File: config.mk
export PLATFORM = sky130hd
export DESIGN_NAME = uart_tx
export DESIGN_NICKNAME = d
export VERILOG_FILES = /design/src/rtl/uart_tx.sv
export SDC_FILE = /design/constraint.sdc
export NUM_CORES = 1
export LEC_CHECK = 0
export CAP_MARGIN = 10
export CORE_MARGIN = 8
export CORE_UTILIZATION = 55
export DETAILED_ROUTE_END_ITERATION = 12
export GPL_TIMING_DRIVEN = 0
export PLACE_DENSITY_LB_ADDON = 0.15
export SYNTH_ARGS = -nofsm -noshare
export SYNTH_HDL_FRONTEND = slang
export SYNTH_SLANG_ARGS = --single-unit
File: constraint.sdc
create_clock -name clk -period 3.5 [get_ports clk]
set_input_delay 0.7 -clock clk [delete_from_list [all_inputs] [get_ports clk]]
set_output_delay 0.7 -clock clk [all_outputs]
set_load 0.05 [all_outputs]
File: src/rtl/uart_tx.sv
// Buffered UART transmitter: FIFO-fed frame FSM, LSB-first with optional parity and 1-2 stop bits.
// A word pushed into an empty FIFO starts its start bit one cycle later; ready drops while the FIFO is full.
module uart_tx #(
  parameter int CLK        = 50000000,
  parameter int BAUD_RATE  = 115200,
  parameter int BITS       = 8,
  parameter int PARITY     = 0,
  parameter int STOP_BITS  = 1,
  parameter int FIFO_DEPTH = 4
) (
  input  logic                          clk,
  input  logic                          reset_n,
  input  logic [BITS-1:0]               data,
  input  logic                          valid,
  output logic                          ready,
  output logic                          tx,
  output logic                          busy,
  output logic [$clog2(FIFO_DEPTH):0]   fifo_level
);

  localparam int CLK_DIVISOR = CLK / BAUD_RATE;
  localparam int BAUD_W      = $clog2(CLK_DIVISOR) + 1;
  localparam int BIT_W       = $clog2(BITS) + 1;
  localparam int PTR_W       = $clog2(FIFO_DEPTH);
  localparam int LVL_W       = PTR_W + 1;

  typedef enum logic [2:0] {
    S_IDLE,
    S_START,
    S_DATA,
    S_PARITY,
    S_STOP
  } state_t;

  logic [BITS-1:0]  mem [FIFO_DEPTH];
  logic [PTR_W-1:0] wr_ptr;
  logic [PTR_W-1:0] rd_ptr;
  logic [LVL_W-1:0] level;
  logic             push;
  logic             pop;
  logic             fifo_empty;
  logic [BITS-1:0]  head;

  state_t           state_q, state_nxt;
  logic [BAUD_W-1:0] baud_q, baud_nxt;
  logic [BIT_W-1:0] bit_q, bit_nxt;
  logic [BITS-1:0]  shift_q, shift_nxt;
  logic             par_q, par_nxt;
  logic             tx_q, tx_nxt;
  logic             baud_last;

  assign ready      = (level != LVL_W'(FIFO_DEPTH));
  assign push       = valid && ready;
  assign fifo_empty = (level == '0);
  assign head       = mem[rd_ptr];
  assign fifo_level = level;
  assign tx         = tx_q;
  assign busy       = (state_q != S_IDLE) || (level != '0);
  assign baud_last  = (baud_q == BAUD_W'(CLK_DIVISOR - 1));

  // Storage needs no reset: pointers and level define what is valid.
  always_ff @(posedge clk) begin
    if (push) begin
      mem[wr_ptr] <= data;
    end
  end

  always_ff @(posedge clk or negedge reset_n) begin
    if (!reset_n) begin
      wr_ptr <= '0;
      rd_ptr <= '0;
      level  <= '0;
    end else begin
      if (push) wr_ptr <= wr_ptr + 1'b1;
      if (pop)  rd_ptr <= rd_ptr + 1'b1;
      case ({push, pop})
        2'b10:   level <= level + 1'b1;
        2'b01:   level <= level - 1'b1;
        default: level <= level;
      endcase
    end
  end

  always_ff @(posedge clk or negedge reset_n) begin
    if (!reset_n) begin
      state_q <= S_IDLE;
      baud_q  <= '0;
      bit_q   <= '0;
      shift_q <= '0;
      par_q   <= 1'b0;
      tx_q    <= 1'b1;
    end else begin
      state_q <= state_nxt;
      baud_q  <= baud_nxt;
      bit_q   <= bit_nxt;
      shift_q <= shift_nxt;
      par_q   <= par_nxt;
      tx_q    <= tx_nxt;
    end
  end

  always_comb begin
    state_nxt = state_q;
    baud_nxt  = baud_q + 1'b1;
    bit_nxt   = bit_q;
    shift_nxt = shift_q;
    par_nxt   = par_q;
    pop       = 1'b0;
    case (state_q)
      S_IDLE: begin
        baud_nxt = '0;
        if (!fifo_empty) begin
          pop       = 1'b1;
          state_nxt = S_START;
          shift_nxt = head;
          par_nxt   = (PARITY == 2) ? ^head : ~^head;
        end
      end
      S_START: begin
        if (baud_last) begin
          baud_nxt  = '0;
          bit_nxt   = '0;
          state_nxt = S_DATA;
        end
      end
      S_DATA: begin
        if (baud_last) begin
          baud_nxt  = '0;
          shift_nxt = shift_q >> 1;
          if (bit_q == BIT_W'(BITS - 1)) begin
            bit_nxt   = '0;
            state_nxt = (PARITY != 0) ? S_PARITY : S_STOP;
          end else begin
            bit_nxt = bit_q + 1'b1;
          end
        end
      end
      S_PARITY: begin
        if (baud_last) begin
          baud_nxt  = '0;
          bit_nxt   = '0;
          state_nxt = S_STOP;
        end
      end
      S_STOP: begin
        // bit_q counts stop bits here; the final one chains straight into the next frame
        if (baud_last) begin
          baud_nxt = '0;
          if (bit_q == BIT_W'(STOP_BITS - 1)) begin
            bit_nxt = '0;
            if (!fifo_empty) begin
              pop       = 1'b1;
              state_nxt = S_START;
              shift_nxt = head;
              par_nxt   = (PARITY == 2) ? ^head : ~^head;
            end else begin
              state_nxt = S_IDLE;
            end
          end else begin
            bit_nxt = bit_q + 1'b1;
          end
        end
      end
      default: begin
        state_nxt = S_IDLE;
        baud_nxt  = '0;
        bit_nxt   = '0;
      end
    endcase
  end

  // tx is registered from the next state so each bit lands exactly on its boundary edge.
  always_comb begin
    tx_nxt = 1'b1;
    case (state_nxt)
      S_IDLE:   tx_nxt = 1'b1;
      S_START:  tx_nxt = 1'b0;
      S_DATA:   tx_nxt = shift_nxt[0];
      S_PARITY: tx_nxt = par_nxt;
      S_STOP:   tx_nxt = 1'b1;
      default:  tx_nxt = 1'b1;
    endcase
  end

endmodule

After elaboration in Yosys (flattened, before gate mapping)
Memories as Yosys holds them, arrays and structs flattened.
Cells that the tools add are included.
W data, S select, Z words.
{"block": "word_totals", "reg_bits": 34, "latchBits": 0, "mem_bits_rw": 32, "mem_bits_ro": 0, "input_bits": 11, "output_inout_bits": 6, "mem_count": 1}
{"block": "classes", "add_sub_neg": 6, "multipliers": 0, "div": 0, "n_lt_le_gt_ge": 0, "n_eq_ne": 16, "n_shift": 0, "mux": 34, "bitwise": 1, "n_reduce_logical": 14}
{"memory": "mem", "words": 4, "width": 8, "read_ports": 1, "rd_ports_with_merged_regs": 0, "write_ports": 1, "line": "35", "text": "logic [BITS-1:0] mem [FIFO_DEPTH];"}
{"op": "$mux W8", "n": 4}
{"op": "$pmux W8 S3", "n": 1}
{"op": "$mux W3", "n": 7}
{"op": "$mux W10", "n": 2}
{"op": "$mux W4", "n": 5}
{"op": "$pmux W4 S4", "n": 1}
{"op": "$pmux W3 S5", "n": 1}
{"op": "$eq A3 B2 Y1 const B", "n": 4}
{"op": "$add A10 B1 Y10 const B", "n": 1}
{"op": "$eq A10 B9 Y1 const B", "n": 1}
{"op": "$mux W1", "n": 9}
{"op": "$reduce_bool A3 Y1", "n": 3}
{"op": "$reduce_and A4 Y1", "n": 2}
{"op": "$reduce_xnor A8 Y1", "n": 1}
{"op": "$eq A3 B1 Y1 const B", "n": 2}
{"op": "$logic_not A3 Y1", "n": 2}
{"op": "$ne A2 B2 Y1 const B", "n": 3}
{"op": "$pmux W3 S2", "n": 1}
{"op": "$add A2 B1 Y2 const B", "n": 2}
{"op": "$add A4 B1 Y4 const B", "n": 1}
{"op": "$eq A4 B3 Y1 const B", "n": 1}
{"op": "$logic_not A4 Y1", "n": 1}
{"op": "$pmux W1 S2", "n": 2}
{"op": "$reduce_or A4 Y1", "n": 1}
{"op": "other kinds (13)", "n": 13}

Longest topological paths before layout
Gate-level depths: netlist of run 1.
{"block": "logic_depth", "depth_word": 7, "ltp_mapped": 12, "ltp_nobuf": 11}

Least setup slack after synthesis of run 1
OpenSTA, ideal clock, no wires.
{"block": "synth_timing", "path_type": "flip-flop to flip-flop", "startpoint": "register level[2] (netlist: fifo_level[2])", "endpoint": "register level[2] (netlist: fifo_level[2])", "arrival_ns": 2.644, "required_ns": 3.418, "setup_slack_ns": 0.774, "path_stages_with_launch": 10, "period_less_slack_ns": 2.726, "path_cell_list": "dfrtp_1 -> nand3_1 -> and2_1 -> inv_1 -> ha_1 -> inv_1 -> fa_1 -> xor2_1 -> nor2_1 -> xor2_1"}
{"block": "synth_between", "word_cells_on_any_way": 13, "classes_between": "add/sub (2); eq/ne (3); mux (5); reduce/logical (3)"}
{"item": "start, declared", "line": "38", "text": "logic [LVL_W-1:0] level;"}
{"item": "start signal, assigned", "line": "77", "text": "2'b10: level <= level + 1'b1;"}
{"item": "start signal, assigned", "line": "78", "text": "2'b01: level <= level - 1'b1;"}
{"item": "start signal, assigned", "line": "79", "text": "default: level <= level;"}
{"item": "$ne A3 B3 Y1 (*)", "line": "52", "text": "assign ready = (level != LVL_W'(FIFO_DEPTH));"}
{"item": "named net ready", "line": "15", "text": "output logic ready,"}
{"item": "$logic_and A1 B1 Y1 (*)", "line": "53", "text": "assign push = valid && ready;"}
{"item": "$eq A2 B1 Y1 or $eq A2 B2 Y1 (tied branches)", "line": "76", "text": "case ({push, pop})"}
{"item": "$pmux W3 S2 or $reduce_bool A2 Y1 (tied branches)"}
Mark *: on every way through the listed nets, which the timed path passes. The rest lies on a longest branch.
A chain may end at the register's enable or synchronous reset.

Worst setup path after layout of run 1
{"block": "layout_timing", "startpoint": "register bit_q[1]", "endpoint": "register level[2] (netlist: fifo_level[2])"}
{"block": "layout_between", "elab_chain_len": 6, "word_cells_on_any_way": 8, "classes_between": "eq/ne (2); mux (4); reduce/logical (2)"}
{"item": "start, declared", "line": "46", "text": "logic [BIT_W-1:0] bit_q, bit_nxt;"}
{"item": "start signal, assigned", "line": "95", "text": "bit_q <= bit_nxt;"}
{"item": "$logic_not A4 Y1 (*)", "line": "149", "text": "if (bit_q == BIT_W'(STOP_BITS - 1)) begin"}
{"item": "$mux W1 (*)", "line": "149"}
{"item": "$mux W1 (*)", "line": "147", "text": "if (baud_last) begin"}
{"item": "$pmux W1 S2 (*)", "line": "109", "text": "case (state_q)"}
{"item": "named net pop", "line": "40", "text": "logic pop;"}
{"item": "$eq A2 B1 Y1 or $eq A2 B2 Y1 (tied branches)", "line": "76"}
{"item": "$pmux W3 S2 or $reduce_bool A2 Y1 (tied branches)"}
Marked as above.

==> results of run 1 <==
-- final timing paths --
check	startpoint	slack, ns	cells past startpoint	to
setup / recovery	bit_q[1]	0.30	12	fifo_level[2]
hold / removal	reset_n	0.44	1	bit_q[0]
setup reg to reg	bit_q[1]	0.30	12	fifo_level[2]
hold reg to reg	shift_q[5]	0.48	2	shift_q[4]
max in group asynchronous	reset_n	2.57	1	baud_q[5]
min in group clk	shift_q[5]	0.48	2	shift_q[4]
-- registers in the layout (all words and copies together), names as in the netlist, 2 cells and up --
signal	cells
bit_q	4
rd_ptr	2
baud_q	10
state_q	3
mem	32
fifo_level	3
wr_ptr	2
shift_q	8
-- synth_stat cells, types with 3 or more instances --
cell type | count | area (µm²)
and3_1 | 4 | 25.02
clkbuf_1 | 3 | 11.26
a21oi_1 | 5 | 25.02
xnor2_1 | 14 | 122.6
mux4_2 | 8 | 180.2
nor3_1 | 5 | 25.02
xor2_1 | 7 | 61.31
and2_1 | 3 | 18.77
nand2_1 | 22 | 82.58
nor2_1 | 24 | 90.09
o21ai_0 | 7 | 35.03
nand4_1 | 3 | 18.77
nand3_1 | 6 | 30.03
a22oi_1 | 6 | 45.04
inv_1 | 14 | 52.55
edfxtp_1 | 32 | 960.9
or3_1 | 3 | 18.77
dfrtp_1 | 33 | 825.8
ha_1 | 9 | 112.6
a31oi_1 | 4 | 25.02
-- logic make-up after synthesis --
logic type / Yosys count
flip-flops: 66
buffers and inverters: 20
AO/OA/AOI/OAI: 35
adder cells (fa/ha/maj): 12
multiplexers: 9
AND/OR/NAND/NOR: 83
XOR/XNOR: 21
-- layout make-up --
| class | instances | area (µm²) |
|---|---|---|
| tap | 72 | 90.09 |
| fill | 407 | 1903 |
| timing repair buffer | 16 | 155.1 |
| clock inverter | 7 | 101.3 |
| inverter | 14 | 52.55 |
| clock buffer | 9 | 123.9 |
| multi-input combinational | 160 | 1239 |
| buffer | 6 | 28.78 |
| sequential | 66 | 1813 |
-- per-layer routing --
layer  wire (µm)  share of wire (%)
met5           0                  0
met4         130                2.2
met3         189                3.3
met2        2679                 46
met1        2786                 48
-- layout by cell type (no fill, tap or decap), drive strengths merged, types with 2 or more instances in the layout --
cell / Yosys / routed
and3: 4 / 4
xnor2: 14 / 14
clkbuf: 4 / 13
inv: 14 / 16
nand2: 22 / 22
nor4: 2 / 2
dfrtp: 33 / 33
clkdlybuf4s50: 0 / 15
or3b: 2 / 2
and2: 3 / 3
or3: 4 / 4
nor3b: 2 / 2
a221o: 2 / 2
a31oi: 4 / 4
edfxtp: 32 / 32
nor2: 24 / 24
bufinv: 0 / 2
nand3: 6 / 6
o21ai: 8 / 8
mux4: 8 / 8
a21oi: 5 / 5
ha: 9 / 9
buf: 2 / 3
a22oi: 6 / 6
nand4: 3 / 3
xor2: 7 / 7
clkinv: 0 / 2
nor3: 6 / 6
maj3: 2 / 2
-- per-stage QoR --
stage | instances | utilization [%]
after floorplan | 246 | -
after detailed placement | 334 | 61.35
final | 350 | 65.44
after global routing | 350 | 65.44
after global placement | 334 | 61.44
after CTS | 350 | 65.44
-- power breakdown --
group          switching (mW)  internal, mW
Sequential              0.122          1.03
Clock                   0.305         0.408
Combinational           0.585         0.456
Total                    1.01          1.90
==> metrics.md, run 1 <==
| Metric | Value |
|---|---|
| Outcome | `complete, no violations` |
| Proportion of synthesized area in mux cells | `6.110%` |
| Combinational family with the most area after synthesis | `simple AND/OR/NAND/NOR gates` |
| GRT Total Usage | `14.64%` |
| Total power draw | `2.908 mW` |
| Synth-to-Final Area Change | `15.02%` |
| Peak supply drop | `0.6530 mV` |
| Critical Path RT | `3.76 ns` |
| Synth warn | `0` |
| Finished Cell Area | `0.003603 mm²` |
| Slew headroom | `roughly 49%` |
| Met3 usage in global routing | `3.786%` |
| Tightest Pin Transition | `0.7724 ns` |
| Routability Congestion | `a little over 0.8` |
| CP Max Fanout | `10` |
| GRT busiest layer | `met2` |
| Post-synth EDFFs | `32` |
| First-pass GRT wire length | `9577 µm` |
| Clock Path Buffers | `2` |
| Largest net degree at the start of global routing | `35` |
| Rows | `27` |
| Final Worst Setup Slack | `0.3004 ns` |
| Post-synthesis simple-gate area fraction | `14.02%` |
| Synth Cell Area | `around 0.0031 mm²` |
| DIE HEIGHT | `91.48 µm` |
| Latest clock arrival within the worst-skew pair | `roughly 0.34 ns` |
| Sequential share of the synthesized area | `57.87%` |
| Clk sinks | `between 60 and 70` |
| Pwr/cell area | `~810 mW/mm²` |
| Leak | `1.405 nW` |
| Final WL | `slightly below 6000 µm` |
| Crit-path cells | `inv_1 -> ha_1 -> nor3b_1 -> nand4_1 -> a21boi_0 -> buf_2 -> ha_1 -> inv_1 -> fa_1 -> xor2_1 -> nor2_1 -> xor2_1` |
| Crit Path Category | `reg -> reg` |
| Adder-cell share of the synthesized area | `4.912%` |
| Placed Area | `~0.0034 mm²` |
| Die width | `a little over 90 µm` |
| Core area | `0.005507 mm²` |
| Unrepaired setup endpoints after global routing | `false` |
| Synth Area in XOR/XNOR | `under 10%` |
| Worst Hold Class | `in -> async` |
| Final setup TNS | `0 ns` |
| Vias | `1964` |
| Met1 Resource Use GR | `19.31%` |
| I/O pins | `17` |
| Maximum clock frequency | `312.5 MHz` |
| Hold Buf Count CTS | `0` |
| Fin. Hold Viols | `0` |
| DRC | `0` |
| Die Area | `0.008368 mm²` |
| CP delay by family, top | `adder cells` |
| Count of pins over their slew limit | `0` |
| Root Buffer Master | `clkbuf_8` |
| CP max stage cell | `a21boi_0` |
| Number of setup violations in the final report | `0` |
| Worst Hold Slack | `0.4353 ns` |
| Synth Instances | `between 200 and 250` |
| Number of iterations in the first detailed-routing pass | `4` |
| # nets final | `294` |
| Post-synth cell types | `54` |
| Synth Register Bits | `66` |
| Compound-Gate Fraction of Synth Area | `under 10%` |
| # H-tree levels | `3` |
| DR vias/cell | `5.611` |
| Starting Density | `approximately 57%` |
| GRT Residual Overflow | `0` |
| Crit path launch type | `flip-flop` |
| Number of post-CTS setup repair buffers | `0` |
| Post-CTS Resized | `0` |
| Diode count | `0` |
| Crit-path max cell delay | `0.46 ns` |
| Routed len/inst | `between 15 and 20 µm` |
| DRT antenna net count | `0` |
| Min Tclk post-route | `3.200 ns` |
| Global routing usage on met2 | `between 20% and 30%` |
| Reg clk slew, reported paths | `around 0.07 ns` |
| CTS tree | `built` |
| Critical path arrival | `3.46 ns` |
| Synth Area per Inst | `12.74 µm²` |
| PortBufs | `16` |
| Period utilization | `about nine tenths` |
| Syn nets | `267` |
| Clk_skew | `0.005112 ns` |
| Main flop type after synthesis | `dfrtp_1` |
| Max-Cap Viols | `0` |
| Fraction of layout cells with a size suffix above 1 | `between 10% and 20%` |
| Detailed router's first-iteration violation count | `approximately 90` |
| Dpl hpwl | `3969 µm` |
| Place WS | `0.4006 ns` |
| Initial antenna violation count | `0` |
| Vias in the first global route | `1901` |
| CTS Buf Count | `9` |
| Critical Path Sink Type | `flip-flop` |
| Ys async rst share | `between 50 and 60%` |
| CP bufs+invs | `3` |
Power figures use the tool's default switching activity.
==> run 2: changes to the inputs <==
Settings changed: CORE_UTILIZATION 55 to 59.
==> metrics.md, run 2 (synthesis gave the netlist of run 1 again) <==
| Metric | Value |
|---|---|
| Die width | `88.87 µm` |
| Synth-to-Final Area Change | `14.46%` |
| DRT antenna net count | `0` |
| Unrepaired setup endpoints after global routing | `false` |
| Initial antenna violation count | `0` |
| Layout fillers | `376` |
| Flop-to-flop setup slack | `0.35 ns` |
| Routability Congestion | `0.8014` |
| Clk_skew | `0.007458 ns` |
| Biggest regs | `mem: 32 flops, baud_q: 10 flops, shift_q: 8 flops` |
| Maximum clock frequency | `317.2 MHz` |
| Worst Hold Class | `in -> async` |
| Final setup TNS | `0 ns` |
| Crit path launch type | `flip-flop` |
| Root Buffer Master | `clkbuf_8` |
| Clk sinks | `66` |
| Critical Path Sink Type | `flip-flop` |
| PortBufs | `16` |
| Die Area | `0.007898 mm²` |
| Reg area | `about 0.0018 mm²` |
| Rows | `26` |
| Max-Cap Viols | `0` |
| Max reg flops | `32` |
| Hold Buf Count CTS | `0` |
| Outcome | `complete, no violations` |
| CP Max Fanout | `10` |
| Place WS | `0.3754 ns` |
| # H-tree levels | `3` |
| Min Tclk post-route | `3.152 ns` |
| Routed len/inst | `15.98 µm` |
| Largest net degree at the start of global routing | `35` |
| Leak | `between 1 and 1.5 nW` |
| GRT Residual Overflow | `0` |
| Critical path arrival | `3.42 ns` |
| Number of post-CTS setup repair buffers | `0` |
| Commonest non-fill, non-tap cell in the layout | `dfrtp_1` |
| Vias in the first global route | `2016` |
| Vias | `between 1500 and 2000` |
| Final WL | `5562 µm` |
| Dpl hpwl | `3826 µm` |
| Final Worst Setup Slack | `0.3477 ns` |
| Biggest register | `mem` |
| Number of setup violations in the final report | `0` |
| Latest clock arrival within the worst-skew pair | `between 0.3 and 0.4 ns` |
| Tightest Pin Transition | `0.7574 ns` |
| Clock Path Buffers | `2` |
| Core area | `about 0.0051 mm²` |
| Multi-input combinational cell area | `0.001239 mm²` |
| Post-CTS Resized | `0` |
| Reg clk slew, reported paths | `0.08 ns` |
| # nets final | `between 200 and 300` |
| Count of pins over their slew limit | `0` |
| Fraction of layout cells with a size suffix above 1 | `14.03%` |
| Peak supply drop | `0.6519 mV` |
| DIE HEIGHT | `~89 µm` |
| Starting Density | `61.34%` |
| Placed Area | `roughly 0.0034 mm²` |
| Most frequent cells in the layout | `dfrtp_1 (33), edfxtp_1 (32), nor2_1 (24)` |
| Total power draw | `2.838 mW` |
| Finished Cell Area | `0.003586 mm²` |
| I/O pins | `17` |
| DRC | `0` |
| Number of iterations in the first detailed-routing pass | `4` |
| Critical Path RT | `3.76 ns` |
| Detailed router's first-iteration violation count | `76` |
| Period utilization | `90.07%` |
| First-pass GRT wire length | `9611 µm` |
| CTS tree | `built` |
| Diode count | `0` |
| Slew headroom | `49.50%` |
| Pwr/cell area | `791.5 mW/mm²` |
| Fin. Hold Viols | `0` |
| GRT Total Usage | `16.16%` |
| Crit Path Category | `reg -> reg` |
| DR vias/cell | `around 5.5` |
| CTS Buf Count | `9` |
run 2: final timing paths:
kind,depth (start not counted),to,startpoint
hold reg to reg,2,shift_q[5],shift_q[6]
min in group clk,2,shift_q[5],shift_q[6]
setup / recovery,12,fifo_level[2],bit_q[1]
hold / removal,1,bit_q[1],reset_n
max in group asynchronous,1,shift_q[0],reset_n
setup reg to reg,12,fifo_level[2],bit_q[1]
run 2: cell type report:
class | instances | area share, %
plain buffers | 6 | 0.8025
clock buffers | 9 | 3.454
clock inverters | 7 | 2.408
inverters | 14 | 1.465
multi-input cells | 160 | 34.54
flip-flops and latches | 66 | 50.56
well taps | 70 | 2.442
repair buffers | 16 | 4.327
run 2: worst max-delay path: stages (launching register included):
cell      delay [ns]
dfrtp_1         0.41
inv_1           0.10
ha_1            0.16
nor3b_1         0.30
nand4_1         0.24
a21boi_0        0.44
buf_2           0.34
ha_1            0.24
inv_1           0.06
fa_1            0.37
xor2_1          0.15
nor2_1          0.11
xor2_1          0.15
run 2: report_power, final:
part	total (mW)	switching, mW	internal (mW)
clock network	0.669	0.325	0.343
logic	1.01	0.555	0.457
registers	1.16	0.126	1.03
total	2.84	1.01	1.83
run 2: per-stage QoR:
stage          cells  util, %  hold WS (ns)
3_3_place_gp     332    66.19        0.4573
5_1_grt          348    70.21        0.4767
4_1_cts          348    70.21        0.4361
6_report         348    70.21        0.4244
2_1_floorplan    246        -        0.4044
3_5_place_dp     332    66.10        0.4597
run 2: metal layers:
layer | track usage, % | part of all wire, %
met1 | 20.95 | 49
met2 | 24.93 | 47
met3 | 4.735 | 3.0
met4 | 5.991 | 1.2
met5 | 0 | 0
==> run 3: changes to the inputs <==
--- a/config.mk
+++ b/config.mk
@@ -8,3 +8,3 @@
 export CAP_MARGIN = 10
-export CORE_MARGIN = 8
+export CORE_MARGIN = 5
 export CORE_UTILIZATION = 59
--- a/constraint.sdc
+++ b/constraint.sdc
@@ -3,2 +3,2 @@
 set_output_delay 0.7 -clock clk [all_outputs]
-set_load 0.05 [all_outputs]
+set_load 0.1 [all_outputs]
==> metrics.md, run 3 (synthesis gave the netlist of run 1 again) <==
| Metric | Value |
|---|---|
| Synth-to-Final Area Change | `14.06%` |
| Final WL | `~5700 µm` |
| Biggest regs | `mem: 32 flops, baud_q: 10 flops, shift_q: 8 flops` |
| Switching pwr | `1.094 mW` |
| Count of pins over their slew limit | `0` |
| Final setup TNS | `0 ns` |
| Tightest Pin Transition | `0.9725 ns` |
| Clk pwr share | `roughly a fifth` |
| Most frequent cells in the layout | `dfrtp_1 (33), edfxtp_1 (32), nor2_1 (24)` |
| Comb pwr share | `around 39%` |
| CTS tree | `built` |
| Crit-path cells | `clkbuf_1 -> nor2_1 -> nand3_1 -> clkdlybuf4s50_1` |
| Min Tclk post-route | `between 3 and 4 ns` |
| Reg2Reg Depth | `12` |
| Reg clk slew, reported paths | `0.07 ns` |
| FF-to-FF Start | `bit_q[1]` |
| Int Pwr | `1.820 mW` |
| Vias | `1982` |
| Hold Buf Count CTS | `0` |
| # nets final | `294` |
| Die width | `82.87 µm` |
| Initial antenna violation count | `0` |
| Clk_skew | `between 0.008 and 0.009 ns` |
| Core area | `0.005140 mm²` |
| Peak supply drop | `0.8158 mV` |
| Critical Path Sink Type | `output pin` |
| Clock Path Buffers | `2` |
| Fraction of layout cells with a size suffix above 1 | `~14%` |
| DRC | `0` |
| Die Area | `about 0.007 mm²` |
| Period utilization | `95.62%` |
| Crit-path max cell delay | `1.14 ns` |
| Flop-to-flop setup slack | `0.43 ns` |
| Diode count | `0` |
| # H-tree levels | `3` |
| Max-Cap Viols | `0` |
| Worst Hold Slack | `0.4272 ns` |
| Crit Path Category | `reg -> out` |
| Fin. Hold Viols | `0` |
| Unrepaired setup endpoints after global routing | `false` |
| CP Max Fanout | `10` |
| Rows | `26` |
| Crit path launch | `state_q[1]` |
| Multi-input combinational cell area | `0.001244 mm²` |
| Sw frac | `37.56%` |
| Layout fillers | `399` |
| Largest net degree at the start of global routing | `35` |
| Max reg flops | `32` |
| First-pass GRT wire length | `around 10000 µm` |
| CP delay by family, top | `buffers and inverters` |
| Crit path launch type | `flip-flop` |
| Routed len/inst | `16.49 µm` |
| DRT antenna net count | `0` |
| CP max stage cell | `clkdlybuf4s50_1` |
| I/O pins | `17` |
| Outcome | `complete, no violations` |
| Commonest non-fill, non-tap cell in the layout | `dfrtp_1` |
| Number of setup violations in the final report | `0` |
| Critical path arrival | `between 2 and 3 ns` |
| Worst Hold Class | `in -> async` |
| Reg area | `0.001813 mm²` |
| Root Buffer Master | `clkbuf_8` |
| Finished Cell Area | `0.003573 mm²` |
| R2R Path End | `fifo_level[2]` |
| Biggest register | `mem` |
| Vias in the first global route | `2001` |
| GRT Residual Overflow | `0` |
| Seq pwr share | `39.8%` |
| Slew headroom | `between 30% and 40%` |
| Maximum clock frequency | `~300 MHz` |
| GRT Total Usage | `between 10% and 20%` |
| DR vias/cell | `5.695` |
| Pwr/cell area | `815.4 mW/mm²` |
| PortBufs | `16` |
| Placed Area | `0.003381 mm²` |
| Leak | `~1.4 nW` |
| Critical Path RT | `2.80 ns` |
| Starting Density | `60.95%` |
| Number of iterations in the first detailed-routing pass | `5` |
| DIE HEIGHT | `between 80 and 90 µm` |
| Final Util | `69.52%` |
| Routability Congestion | `0.8245` |
| Clk sinks | `66` |
| Detailed router's first-iteration violation count | `145` |
| Latest clock arrival within the worst-skew pair | `0.33 ns` |
| CP bufs+invs | `2` |
| Dpl hpwl | `4049 µm` |
| CTS Buf Count | `9` |
[run 3: power groups by stage]
stage	logic, mW	clock network, mW	registers (mW)
after global routing	1.24	0.662	1.18
after CTS	1.15	0.626	1.16
final	1.14	0.614	1.16
after floorplan	0.761	0	1.29
after global placement	1.11	0	1.16
after detailed placement	1.15	0	1.17
[run 3: stage by stage]
step / power, mW / setup WS, ns / std cells
after floorplan: 2.047 / 0.3034 / 246
after global placement: 2.271 / 0.4475 / 332
after detailed placement: 2.317 / 0.2904 / 332
after CTS: 2.937 / 0.1502 / 348
after global routing: 3.082 / 0.02834 / 348
final: 2.914 / 0.1533 / 348
[run 3: layer usage]
metal	up-vias	routed length [µm]	track usage, %
met2	31	2884	27.92
met3	7	157	3.564
li1	948	-	-
met4	0	51	7.429
met1	996	2646	24.67
met5	-	0	0
[run 3: final cells by class]
class | instances | area share (%)
Buffer | 6 | 0.8053
Clock buffer | 9 | 3.466
Clock inverter | 7 | 1.926
Inverter | 14 | 1.471
Multi-Input combinational cell | 160 | 34.80
Sequential cell | 66 | 50.74
Tap cell | 70 | 2.451
Timing Repair Buffer | 16 | 4.342
[run 3: how the worst max path moves through the flow]
| stage | end | slack (ns) | cells past startpoint |
|---|---|---|---|
| 2_1_floorplan | fifo_level[2] | 0.30 | 9 |
| 3_3_place_gp | fifo_level[2] | 0.45 | 12 |
| 3_5_place_dp | fifo_level[2] | 0.29 | 12 |
| 4_1_cts | busy | 0.15 | 4 |
| 5_1_grt | busy | 0.03 | 4 |
| 6_report | busy | 0.15 | 4 |
[run 3: what timing repair did]
item,CTS,global route
setup buffers,0,0
endpoints found under the hold margin,0,0
gates resized for setup,0,1
endpoints found under the setup margin,0,1
